===== config.mk =====
export PLATFORM = sky130hd
export DESIGN_NAME = wb_master_arbiter
export DESIGN_NICKNAME = d
export VERILOG_FILES = /design/src/rtl/wb_master_arbiter.sv
export SDC_FILE = /design/constraint.sdc
export NUM_CORES = 1
export LEC_CHECK = 0
export BUFFER_PORTS_ARGS = -buffer_cell sky130_fd_sc_hd__buf_2
export CORE_AREA = 2 2 126 128
export CTS_CLUSTER_DIAMETER = 100
export DETAILED_ROUTE_END_ITERATION = 7
export DIE_AREA = 0 0 128 130
export PLACE_DENSITY = 0.43
export SYNTH_ARGS = -nofsm -noshare
export SYNTH_HDL_FRONTEND = slang
export SYNTH_SLANG_ARGS = --single-unit

===== constraint.sdc =====
create_clock -name clk -period 2.3 [get_ports clk]
set_clock_uncertainty 0.2 [all_clocks]
set_input_delay 0.46 -clock clk [delete_from_list [all_inputs] [get_ports clk]]
set_output_delay 0.46 -clock clk [all_outputs]
set_load 0.005 [all_outputs]

===== src/rtl/wb_master_arbiter.sv =====
// Two-requester Wishbone master arbiter: round-robin ownership with bounded tenure (MAX_BURST beats).
// Optional hung-slave abort is compiled in when WB_ARB_TIMEOUT_EN is defined.
module wb_master_arbiter #(
  parameter int MAX_BURST = 16,
  parameter int TIMEOUT   = 255
) (
  input  logic        clk,
  input  logic        nRST,
  input  logic        m0_wb_CYC_I,
  input  logic        m0_wb_STB_I,
  input  logic        m0_wb_LOCK_I,
  input  logic        m0_wb_WE_I,
  input  logic [3:0]  m0_wb_SEL_I,
  input  logic [31:0] m0_wb_ADR_I,
  input  logic [31:0] m0_wb_DAT_I,
  output logic        m0_wb_ACK_O,
  output logic        m0_wb_ERR_O,
  output logic [31:0] m0_wb_DAT_O,
  input  logic        m1_wb_CYC_I,
  input  logic        m1_wb_STB_I,
  input  logic        m1_wb_LOCK_I,
  input  logic        m1_wb_WE_I,
  input  logic [3:0]  m1_wb_SEL_I,
  input  logic [31:0] m1_wb_ADR_I,
  input  logic [31:0] m1_wb_DAT_I,
  output logic        m1_wb_ACK_O,
  output logic        m1_wb_ERR_O,
  output logic [31:0] m1_wb_DAT_O,
  output logic        p_wb_CYC_O,
  output logic        p_wb_STB_O,
  output logic        p_wb_LOCK_O,
  output logic        p_wb_WE_O,
  output logic [3:0]  p_wb_SEL_O,
  output logic [31:0] p_wb_ADR_O,
  output logic [31:0] p_wb_DAT_O,
  input  logic        p_wb_ACK_I,
  input  logic        p_wb_ERR_I,
  input  logic [31:0] p_wb_DAT_I,
  output logic [1:0]  grant
);

  typedef enum logic [1:0] {IDLE = 2'd0, OWN0 = 2'd1, OWN1 = 2'd2} state_t;

  localparam logic [7:0] MAX_B = 8'(MAX_BURST);

  state_t     state;
  logic       last_owner;
  logic [7:0] beat_cnt;
  logic [7:0] beat_cnt_nxt;
  logic       own0;
  logic       own1;
  logic       beat;
  logic       cnt_hit;
  logic       owner_cyc;
  logic       other_cyc;
  logic       timeout_hit;

  function automatic logic [7:0] sat_inc(input logic [7:0] cnt);
    if (cnt >= MAX_B) return MAX_B;
    return cnt + 8'd1;
  endfunction

  assign own0 = (state == OWN0);
  assign own1 = (state == OWN1);

  always_comb begin
    p_wb_CYC_O  = 1'b0;
    p_wb_STB_O  = 1'b0;
    p_wb_LOCK_O = 1'b0;
    p_wb_WE_O   = 1'b0;
    p_wb_SEL_O  = 4'h0;
    p_wb_ADR_O  = 32'h0;
    p_wb_DAT_O  = 32'h0;
    if (own0) begin
      p_wb_CYC_O  = m0_wb_CYC_I;
      p_wb_STB_O  = m0_wb_STB_I;
      p_wb_LOCK_O = m0_wb_LOCK_I;
      p_wb_WE_O   = m0_wb_WE_I;
      p_wb_SEL_O  = m0_wb_SEL_I;
      p_wb_ADR_O  = m0_wb_ADR_I;
      p_wb_DAT_O  = m0_wb_DAT_I;
    end else if (own1) begin
      p_wb_CYC_O  = m1_wb_CYC_I;
      p_wb_STB_O  = m1_wb_STB_I;
      p_wb_LOCK_O = m1_wb_LOCK_I;
      p_wb_WE_O   = m1_wb_WE_I;
      p_wb_SEL_O  = m1_wb_SEL_I;
      p_wb_ADR_O  = m1_wb_ADR_I;
      p_wb_DAT_O  = m1_wb_DAT_I;
    end
  end

  // Read data is shared bus data; only the handshake is steered to the owner.
  assign m0_wb_ACK_O = own0 & p_wb_ACK_I;
  assign m1_wb_ACK_O = own1 & p_wb_ACK_I;
  assign m0_wb_ERR_O = own0 & (p_wb_ERR_I | timeout_hit);
  assign m1_wb_ERR_O = own1 & (p_wb_ERR_I | timeout_hit);
  assign m0_wb_DAT_O = p_wb_DAT_I;
  assign m1_wb_DAT_O = p_wb_DAT_I;

  assign owner_cyc    = own0 ? m0_wb_CYC_I : m1_wb_CYC_I;
  assign other_cyc    = own0 ? m1_wb_CYC_I : m0_wb_CYC_I;
  assign beat         = p_wb_STB_O & (p_wb_ACK_I | p_wb_ERR_I);
  assign beat_cnt_nxt = sat_inc(beat_cnt);
  assign cnt_hit      = beat && (beat_cnt_nxt >= MAX_B);

`ifdef WB_ARB_TIMEOUT_EN
  localparam logic [7:0] TMO = 8'(TIMEOUT);

  logic [7:0] wait_cnt;

  assign timeout_hit = p_wb_STB_O && !p_wb_ACK_I && !p_wb_ERR_I && ((wait_cnt + 8'd1) >= TMO);

  always_ff @(posedge clk or negedge nRST) begin
    if (!nRST) begin
      wait_cnt <= 8'd0;
    end else if (state == IDLE || beat || timeout_hit) begin
      wait_cnt <= 8'd0;
    end else if (p_wb_STB_O) begin
      wait_cnt <= wait_cnt + 8'd1;
    end
  end
`else
  // No abort path in this build: a slave that never answers holds the bus.
  assign timeout_hit = (TIMEOUT < 0);
`endif

  always_ff @(posedge clk or negedge nRST) begin
    if (!nRST) begin
      state      <= IDLE;
      grant      <= 2'b00;
      last_owner <= 1'b1;
      beat_cnt   <= 8'd0;
    end else begin
      case (state)
        IDLE: begin
          beat_cnt <= 8'd0;
          if (m0_wb_CYC_I && (!m1_wb_CYC_I || last_owner)) begin
            state <= OWN0;
            grant <= 2'b01;
          end else if (m1_wb_CYC_I) begin
            state <= OWN1;
            grant <= 2'b10;
          end
        end
        OWN0, OWN1: begin
          if (!owner_cyc || timeout_hit || (cnt_hit && !p_wb_LOCK_O && other_cyc)) begin
            state      <= IDLE;
            grant      <= 2'b00;
            last_owner <= own1;
            beat_cnt   <= 8'd0;
          end else if (cnt_hit && !p_wb_LOCK_O) begin
            // Tenure expired but nobody else wants the bus: start a fresh tenure in place.
            beat_cnt <= 8'd0;
          end else if (beat) begin
            beat_cnt <= beat_cnt_nxt;
          end
        end
        default: begin
          state <= IDLE;
          grant <= 2'b00;
        end
      endcase
    end
  end

endmodule

==> After elaboration in Yosys (flattened, before gate mapping) <==
Index checks and enable logic that the tools add are counted.
{ "word_totals": {"ff_bits": 11, "elab_cells": 59} }
{ "op_classes": {"magnitude_cmp": 2, "n_addsub": 1, "n_mux": 27, "bitwise": 6, "reduce_logical": 15, "n_eq_ne": 5} }
{ "op_table": {"columns": ["cell", "n"], "rows": [
  ["32-bit two-way mux", 4],
  ["8-bit two-way mux", 5],
  ["8-bit by 5-bit greater-or-equal comparator with 1-bit output, second input constant", 2],
  ["8-bit one-hot mux with 2 select lines", 1],
  ["1-bit two-way mux", 11],
  ["8-bit by 1-bit adder with 8-bit output, second input constant", 1],
  ["4-bit two-way mux", 2],
  ["2-bit two-way mux", 3],
  ["2-bit AND reduction", 3],
  ["1-bit bitwise AND", 5],
  ["1-bit logical AND", 4],
  ["4-bit inequality test, second input constant", 1],
  ["2-bit one-hot mux with 2 select lines", 1],
  ["1-bit logical NOT", 3],
  ["3-bit inequality test, second input constant", 1],
  ["2-bit by 1-bit equality test with 1-bit output, second input constant", 1],
  ["2-bit equality test, second input constant", 1],
  ["2-bit logical NOT", 1],
  ["1-bit logical OR", 2],
  ["2-bit inequality test, second input constant", 1],
  ["2-bit nonzero test", 1],
  ["2-bit OR reduction", 1],
  ["1-bit OR", 1]
]} }

==> Longest topological paths before layout <==
Gate-level depths: netlist of run 1.
{ "logic_depth": {"word_depth": 10, "depth_mapped": 9, "ltp_nobuf": 7} }

==> Least setup slack after synthesis of run 1 <==
Ideal clock, no wire load.
{ "synth_path": {"path_kind": "reg-to-output", "start": "register state[0]", "end": "output port p_wb_DAT_O[10]", "setup_slack_ns": -0.097, "stages_incl_launch_ff": 8, "arrival_time_ns": 1.737, "path_cell_list": "dfrtp_1 inv_1 ha_1 nor2b_4 buf_6 clkbuf_1 clkbuf_1 a22o_1"} }
{ "synth_via": {"elab_chain_cells": 3, "word_cells_on_any_way": 4, "cone_classes": "2 x eq/ne; 2 x mux"} }
{ "synth_rtl": {"columns": ["item", "line_no", "source"], "rows": [
  ["start, declared", "46", "state_t state;"],
  ["start signal, assigned", "130", "state <= IDLE;"],
  ["start signal, assigned", "139", "state <= OWN0;"],
  ["start signal, assigned", "142", "state <= OWN1;"],
  ["2-bit equality test", "64", "assign own1 = (state == OWN1);"],
  ["named net own1", "51", "logic own1;"],
  ["32-bit two-way mux", "82", "end else if (own1) begin"],
  ["32-bit two-way mux", "74", "if (own0) begin"],
  ["end, declared", "35", "output logic [31:0] p_wb_DAT_O,"]
]} }
The timed path passes the listed nets, and every way through them passes these cells.

==> Final worst setup path of run 1 <==
{ "layout_path": {"start": "register state[0]", "end": "output port p_wb_DAT_O[21]"} }
Same word-level chain as after synthesis.

==> results by group, run 1 <==
Outcome
  – Status: complete, but fails checks
  – Violated checks: setup timing

Drt
  – Routed vias: 2524
  – Count of antenna-violating nets left after detailed routing: 0
  – Total wire length: 10700 um
  – TritonRoute pass-1 iters: 4
  – Vias per cell: 4.15
  – Routed len/inst: 17.6 um
  – Residual DRC: 0
  – 1st-iter DRT viols: 80

Final layout
  – Layout cells sized above 1: 0.678
  – Number of nets in the layout: 603
  – Fill cells: 1732
  – Diode count: 0
  – Fin area: 3380 um2
  – Area Growth Syn to Fin: 75.1%

STA
  – RSZ-0062 raised after global routing: true
  – Final Cycle Share: 1.05
  – Final Hold Fails: 0
  – Fin. max-slew vios: 0
  – Setup WS post-layout: -0.125 ns
  – Fmax: 0.412 GHz
  – Setup TNS: -2.87 ns
  – Max_slew headroom: 0.748
  – Slew @ Worst Pin: 0.376 ns
  – # setup viols final: 53
  – Shortest period the worst path allows: 2.42 ns

Setup path
  – Critical Path Most Common Cell: buf_12
  – Worst path depth: 8
  – CP Capture Type: primary output
  – Required @ worst endpoint: 1.64 ns
  – CP peak stage delay: 0.41 ns
  – FF-to-FF path depth: 8
  – Start of the worst register-to-register path: state[1]
  – Crit path max-delay family: buffers and inverters
  – Reg2Reg Capture Point: last_owner
  – WP data arrival: 1.76 ns
  – Origin of the worst setup path: state[0]
  – Critical path class: register to primary output
  – Buffers & Inverters on Critical Path: 5
  – Crit-path slowest cell: dfrtp_2
  – Worst Setup EP: p_wb_DAT_O[21]
  – Reg2reg setup slack: -0.04 ns
  – Max FO, Critical Path: 5
  – Cell Chain, Critical Path: inv_2 -> ha_4 -> nor2b_4 -> buf_12 -> buf_12 -> clkbuf_16 -> a22o_4 -> buf_6
  – Startpoint Class: register

Floorplan
  – Full die area: 16600 um2
  – CORE AREA: 15400 um2
  – Rows: 46
  – Starting density of the core: 0.125
  – DIE HEIGHT: 130 um
  – Ports: 322
  – Overall die width: 128 um

Power and ir drop
  – Leak: 1.88 nW
  – Power density over the cells: 1040 nW/um2
  – Max VDD drop: 0.408 mV

Synth
  – Yosys warns: 0
  – Synth Cell Area: 1930 um2
  – Syn_area_per_cell: 8.26 um2
  – Synth async-reset ratio: 1.00
  – Area contributors post-synth: a22o_1 32%, buf_4 25%, dfrtp_1 13%
  – Main synth FF type: dfrtp_1
  – Area leader, netlist: a22o_1
  – Most common cell in the netlist: a22o_1
  – Sequential area share after synthesis: 0.143
  – EDFF count, synth: 0
  – Cell count after synthesis: 234
  – #FFs+latches synth: 11
  – Cell variety after synth: 34
  – Synth top area share: 0.317
  – Post-synthesis net count: 420
  – Most instantiated cells after synthesis: 70 x a22o_1, 64 x buf_4, 13 x clkbuf_1

Placement
  – Post-detail-place hpwl: 7800 um
  – # port buffers: 225
  – Final GP Congestion: 0.754
  – Cell area after placement: 2840 um2

Clocking
  – Worst-path clk slew: 0.04 ns
  – Clk Latency, worst-skew pair: 0.24 ns
  – Number of H-tree levels: 1
  – Num CTS Buffers: 3
  – CTS root buf: clkbuf_16
  – CTS tree: done
  – Max Buffers Root-to-Sink: 2
  – Total clock sinks: 11

GRT
  – First-pass GRT wire length: 13000 um
  – Largest net degree at the start of global routing: 46
  – Total GRT Usage: 0.102
  – Grt total ovfl: 0
  – Vias in the first global route: 2189
  – Initial antenna violation count: 0

Job
  – # Max-Cap Violations: 0

Hold path
  – Min-Delay Path Class: register to register
-- placed cells by master (no fill, tap or decap), types with 3 or more instances in the layout --
cell type and instances:
buf_16 5, buf_12 5, and2_1 7, a22o_1 68
a22o_4 3, ha_1 4, buf_2 222, nor3_1 4
clkbuf_16 6, buf_4 19, o21ai_0 4, inv_1 5
nand2_1 11, buf_6 5, dfrtp_1 9, nor2_1 3
o21ai_1 4
-- worst min path at each step --
stage | startpoint | end | slack (ns) | depth (start not counted)
floorplan | nRST | beat_cnt[0] | -0.04 | 0
detailed placement | nRST | beat_cnt[7] | 0.15 | 1
CTS | beat_cnt[6] | beat_cnt[6] | 0.29 | 1
finish | beat_cnt[5] | beat_cnt[5] | 0.28 | 1
global placement | nRST | beat_cnt[7] | 0.15 | 1
global route | beat_cnt[6] | beat_cnt[6] | 0.30 | 1
-- cell type report --
| class | instances | area (um2) | share of cell area |
|---|---|---|---|
| Clock buffer | 4 | 78.8 | 0.0233 |
| Inverter | 7 | 26.3 | 0.00777 |
| Multi-Input combinational cell | 134 | 1130 | 0.333 |
| Sequential cell | 11 | 278 | 0.0821 |
| Tap cell | 192 | 240 | 0.0710 |
| Timing Repair Buffer | 260 | 1630 | 0.483 |
-- cell families after synthesis --
kind of cell	after synthesis	synth area share
flip-flops	11	0.143
adder cells (fa/ha/maj)	6	0.0389
buffers and inverters	89	0.306
AND/OR/NAND/NOR	39	0.123
multiplexers	2	0.0110
AO/OA/AOI/OAI	87	0.378
-- metrics by stage --
stage	setup WS, ns	total power, mW	hold slack, ns	instances	util
final	-0.125	3.51	0.284	608	0.219
after global routing	-0.169	3.74	0.299	608	0.219
after CTS	-0.0878	3.26	0.286	598	0.209
after detailed placement	-0.00167	2.32	0.153	580	0.184
after global placement	0.0425	2.30	0.150	580	0.184
after floorplan	0.0866	1.42	-0.0356	234	-
-- worst reg2reg max path: cells and delay by family (launching register included) --
family | cells | cell delay, ns
adder cells (fa/ha/maj) | 1 | 0.19
AND/OR/NAND/NOR | 2 | 0.61
buffers and inverters | 2 | 0.22
AO/OA/AOI/OAI | 2 | 0.32
multiplexers | 1 | 0.30
flip-flops | 1 | 0.42
-- per-layer routing --
metal	vias to the layer above	global-route usage	share of wire
li1	1171	-	-
met4	0	0.0168	0.0075
met5	-	0	0
met3	13	0.0217	0.069
met2	161	0.170	0.49
met1	1179	0.139	0.44
-- registers in the layout (all words and copies together), names as in the netlist --
signal	count
last_owner	1
beat_cnt	8
state	2
-- where the power goes --
group / internal (mW) / leakage [nW] / switching (mW)
Clock: 0.233 / 0.0382 / 0.0890
Combinational: 1.61 / 1.70 / 1.31
Sequential: 0.226 / 0.146 / 0.0318
-- repair_timing --
action,in CTS,in global routing
setup buffers,9,7
hold endpoints to repair,10,0
resized for setup,18,9
setup endpoints to repair,68,76
pin swaps,4,8
cloned,4,4
hold buffers,1,0
Power figures use the tool's default switching activity.
==> run 2, diff against run 1 <==
--- a/config.mk
+++ b/config.mk
@@ -6,11 +6,12 @@
 export NUM_CORES = 1
 export LEC_CHECK = 0
 export BUFFER_PORTS_ARGS = -buffer_cell sky130_fd_sc_hd__buf_2
-export CORE_AREA = 2 2 126 128
+export CELL_PAD_IN_SITES_DETAIL_PLACEMENT = 1
+export CELL_PAD_IN_SITES_GLOBAL_PLACEMENT = 2
+export CORE_UTILIZATION = 11
 export CTS_CLUSTER_DIAMETER = 100
 export DETAILED_ROUTE_END_ITERATION = 7
-export DIE_AREA = 0 0 128 130
-export PLACE_DENSITY = 0.43
+export PLACE_DENSITY = 0.76
 export SYNTH_ARGS = -nofsm -noshare
 export SYNTH_HDL_FRONTEND = slang
 export SYNTH_SLANG_ARGS = --single-unit
==> constraint.sdc (replaced) <==
create_clock -name clk -period 2.65 [get_ports clk]
set_clock_uncertainty 0.2 [all_clocks]
set_input_delay 0.53 -clock clk [delete_from_list [all_inputs] [get_ports clk]]
set_output_delay 0.53 -clock clk [all_outputs]
set_load 0.005 [all_outputs]
==> run 2 against run 1 <==
The run now ends clean; utilization decreased by 4.9 points; sequential power shrank 16%; sequential share of layout area up 1.2 points; count of clock-buffer cells in the layout stayed put; die area grew 8.7%; critical path type unchanged; largest cell class unchanged.
==> results by group, run 2 (synthesized netlist as in run 1, its figures left out) <==
Clocking
  – Number of H-tree levels: 1 (unchanged)
  – Total clock sinks: 11 (unchanged)
  – Post-CTS Setup Bufs: 0 (-9)
  – Post-CTS sizing: 0 (-18)
  – CTS root buf: clkbuf_16
  – Max Buffers Root-to-Sink: 2 (unchanged)
  – CTS tree: done
  – Num CTS Buffers: 3 (unchanged)
  – Clk Latency, worst-skew pair: 0.24 ns (about the same)
  – Worst-path clk slew: 0.04 ns (about the same)

Setup path
  – CP Capture Type: primary output
  – CP peak stage delay: 0.40 ns (about the same)
  – Reg2Reg Capture Point: last_owner
  – Reg2reg setup slack: 0.37 ns (+0.41 ns)
  – Cell Chain, Critical Path: inv_1 -> ha_2 -> buf_4 -> a22o_1 -> buf_2
  – Start of the worst register-to-register path: state[1]
  – FF-to-FF path depth: 7 (-1)
  – Crit-path slowest cell: dfrtp_1
  – Startpoint Class: register
  – Required @ worst endpoint: 1.92 ns (+0.28 ns)
  – Max FO, Critical Path: 35 (+30)
  – WP data arrival: 1.88 ns (+0.12 ns)
  – Critical path class: register to primary output

Final layout
  – Number of nets in the layout: 576 (-4.5%)
  – Commonest non-fill, non-tap cell in the layout: buf_2
  – Final Util: 0.170 (-0.0493)
  – Area Growth Syn to Fin: 51.7%
  – Most frequent cells in the layout: 225 x buf_2, 70 x a22o_1, 11 x nand2_1
  – Largest registers: beat_cnt x8, state x2, last_owner x1
  – Diode count: 0 (unchanged)
  – Fill cells: 2145 (+24%)
  – Max reg flops: 8 (unchanged)
  – Top reg by flops: beat_cnt
  – Layout cells sized above 1: 0.627 (-0.0506)

Placement
  – Post-detail-place hpwl: 7850 um (+0.54%)
  – # port buffers: 225 (unchanged)
  – Dpl ws: 0.280 ns (+0.282 ns)
  – Final GP Congestion: 0.752 (-0.27%)

STA
  – Final Cycle Share: 0.985
  – Final Hold Fails: 0 (unchanged)
  – Shortest period the worst path allows: 2.61 ns
  – # setup viols final: 0 (-100%)
  – Max_slew headroom: 0.635 (-0.113)
  – Setup WS post-layout: 0.0408 ns (+0.165 ns)
  – Fmax: 0.383 GHz
  – Slew @ Worst Pin: 0.546 ns (+0.171 ns)
  – Fin. max-slew vios: 0 (unchanged)
  – Hold Slack: 0.302 ns (+0.0181 ns)
  – RSZ-0062 raised after global routing: true

Drt
  – TritonRoute pass-1 iters: 4 (unchanged)
  – Vias per cell: 3.92 (-5.5%)
  – Routed vias: 2409 (-4.6%)
  – Total wire length: 9290 um (-13%)
  – Count of antenna-violating nets left after detailed routing: 0 (unchanged)
  – Routed len/inst: 15.1 um (-14%)
  – Residual DRC: 0 (unchanged)
  – 1st-iter DRT viols: 96 (+20%)

Outcome
  – Status: completed

Floorplan
  – Overall die width: 135 um (+5.1%)
  – CORE AREA: 17200 um2 (+12%)
  – Ports: 322 (unchanged)
  – Starting density of the core: 0.112 (-0.0132)
  – DIE HEIGHT: 135 um (+3.5%)
  – Rows: 48 (+4.3%)
  – Full die area: 18100 um2 (+8.7%)

GRT
  – First-pass GRT wire length: 13400 um (+2.5%)
  – Largest net degree at the start of global routing: 52 (+13%)
  – Initial antenna violation count: 1 (+1)
  – Vias in the first global route: 2514 (+15%)
  – Grt total ovfl: 0 (unchanged)
  – Total GRT Usage: 0.0931 (-0.00926)

Hold path
  – Min-delay src: beat_cnt[5]
  – Hold Crit Depth: 1 (unchanged)
  – Min-Delay Path Class: register to register
  – Worst Hold End: beat_cnt[5]

Power and ir drop
  – Leak: 1.65 nW (-12%)
  – Max VDD drop: 0.295 mV (-28%)
  – Power density over the cells: 750 nW/um2 (-28%)

Job
  – # Max-Cap Violations: 0 (unchanged)
## run 2: cell types whose count changed in the layout (fill, tap and decap cells not counted), moves of 2 or more
cell / delta
buf_12: -4
buf_4: -13
clkbuf_16: -3
inv_2: -2
buf_16: -5
buf_2: +3
ha_4: -2
inv_1: +2
a22o_4: -2
buf_6: -5
a22o_1: +2
## run 2: per-stage QoR
step | total power [mW] | std cells | area (um2) | setup TNS, ns
3_3_place_gp | 1.89 | 609 | 2840 | 0
2_1_floorplan | 1.23 | 234 | 1930 | 0
6_report | 2.20 | 614 | 2930 | 0
4_1_cts | 2.23 | 614 | 2930 | 0
3_5_place_dp | 1.95 | 609 | 2840 | 0
5_1_grt | 2.39 | 614 | 2930 | -4.73
## run 2: repair_timing
action | in CTS | in global routing
hold buffers | 1 | 0
setup endpoints to repair | 0 | 72
hold endpoints to repair | 10 | 0
## run 2: worst max-delay path: cells and delay by family, from the launching register on
kind,cells,cell delay (ns)
buf+inv,3,0.65
flops,1,0.40
fa+ha+maj,1,0.31
compound gates,1,0.25
## run 2: how the worst max path moves through the flow
stage / end / from / slack, ns / cells after the start
2_1_floorplan: p_wb_DAT_O[10] / state[0] / 0.18 / 7
3_3_place_gp: p_wb_SEL_O[3] / state[1] / 0.38 / 5
3_5_place_dp: p_wb_SEL_O[3] / state[1] / 0.28 / 5
4_1_cts: p_wb_SEL_O[3] / state[1] / 0.02 / 5
5_1_grt: p_wb_SEL_O[3] / state[1] / -0.10 / 5
6_report: p_wb_SEL_O[3] / state[1] / 0.04 / 5
## run 2: final cells by class
class,instances,area [um2],share of cell area
Clock buffer,4,78.8,0.0269
Inverter,7,26.3,0.00896
Multi-Input combinational cell,134,1070,0.364
Sequential cell,11,277,0.0943
Tap cell,225,282,0.0960
Timing Repair Buffer,233,1200,0.410
## run 2: routing by layer
layer,part of all wire,track usage,vias up
met4,0.028,0.0343,2
met1,0.38,0.108,1132
met5,0.0018,0,-
met2,0.50,0.167,132
li1,-,-,1111
met3,0.090,0.0210,32
## run 2: where the power goes
group / internal [mW] / leakage (nW) / switching, mW
Clock: 0.202 / 0.0382 / 0.0741
Sequential: 0.195 / 0.148 / 0.0223
Combinational: 0.834 / 1.46 / 0.872
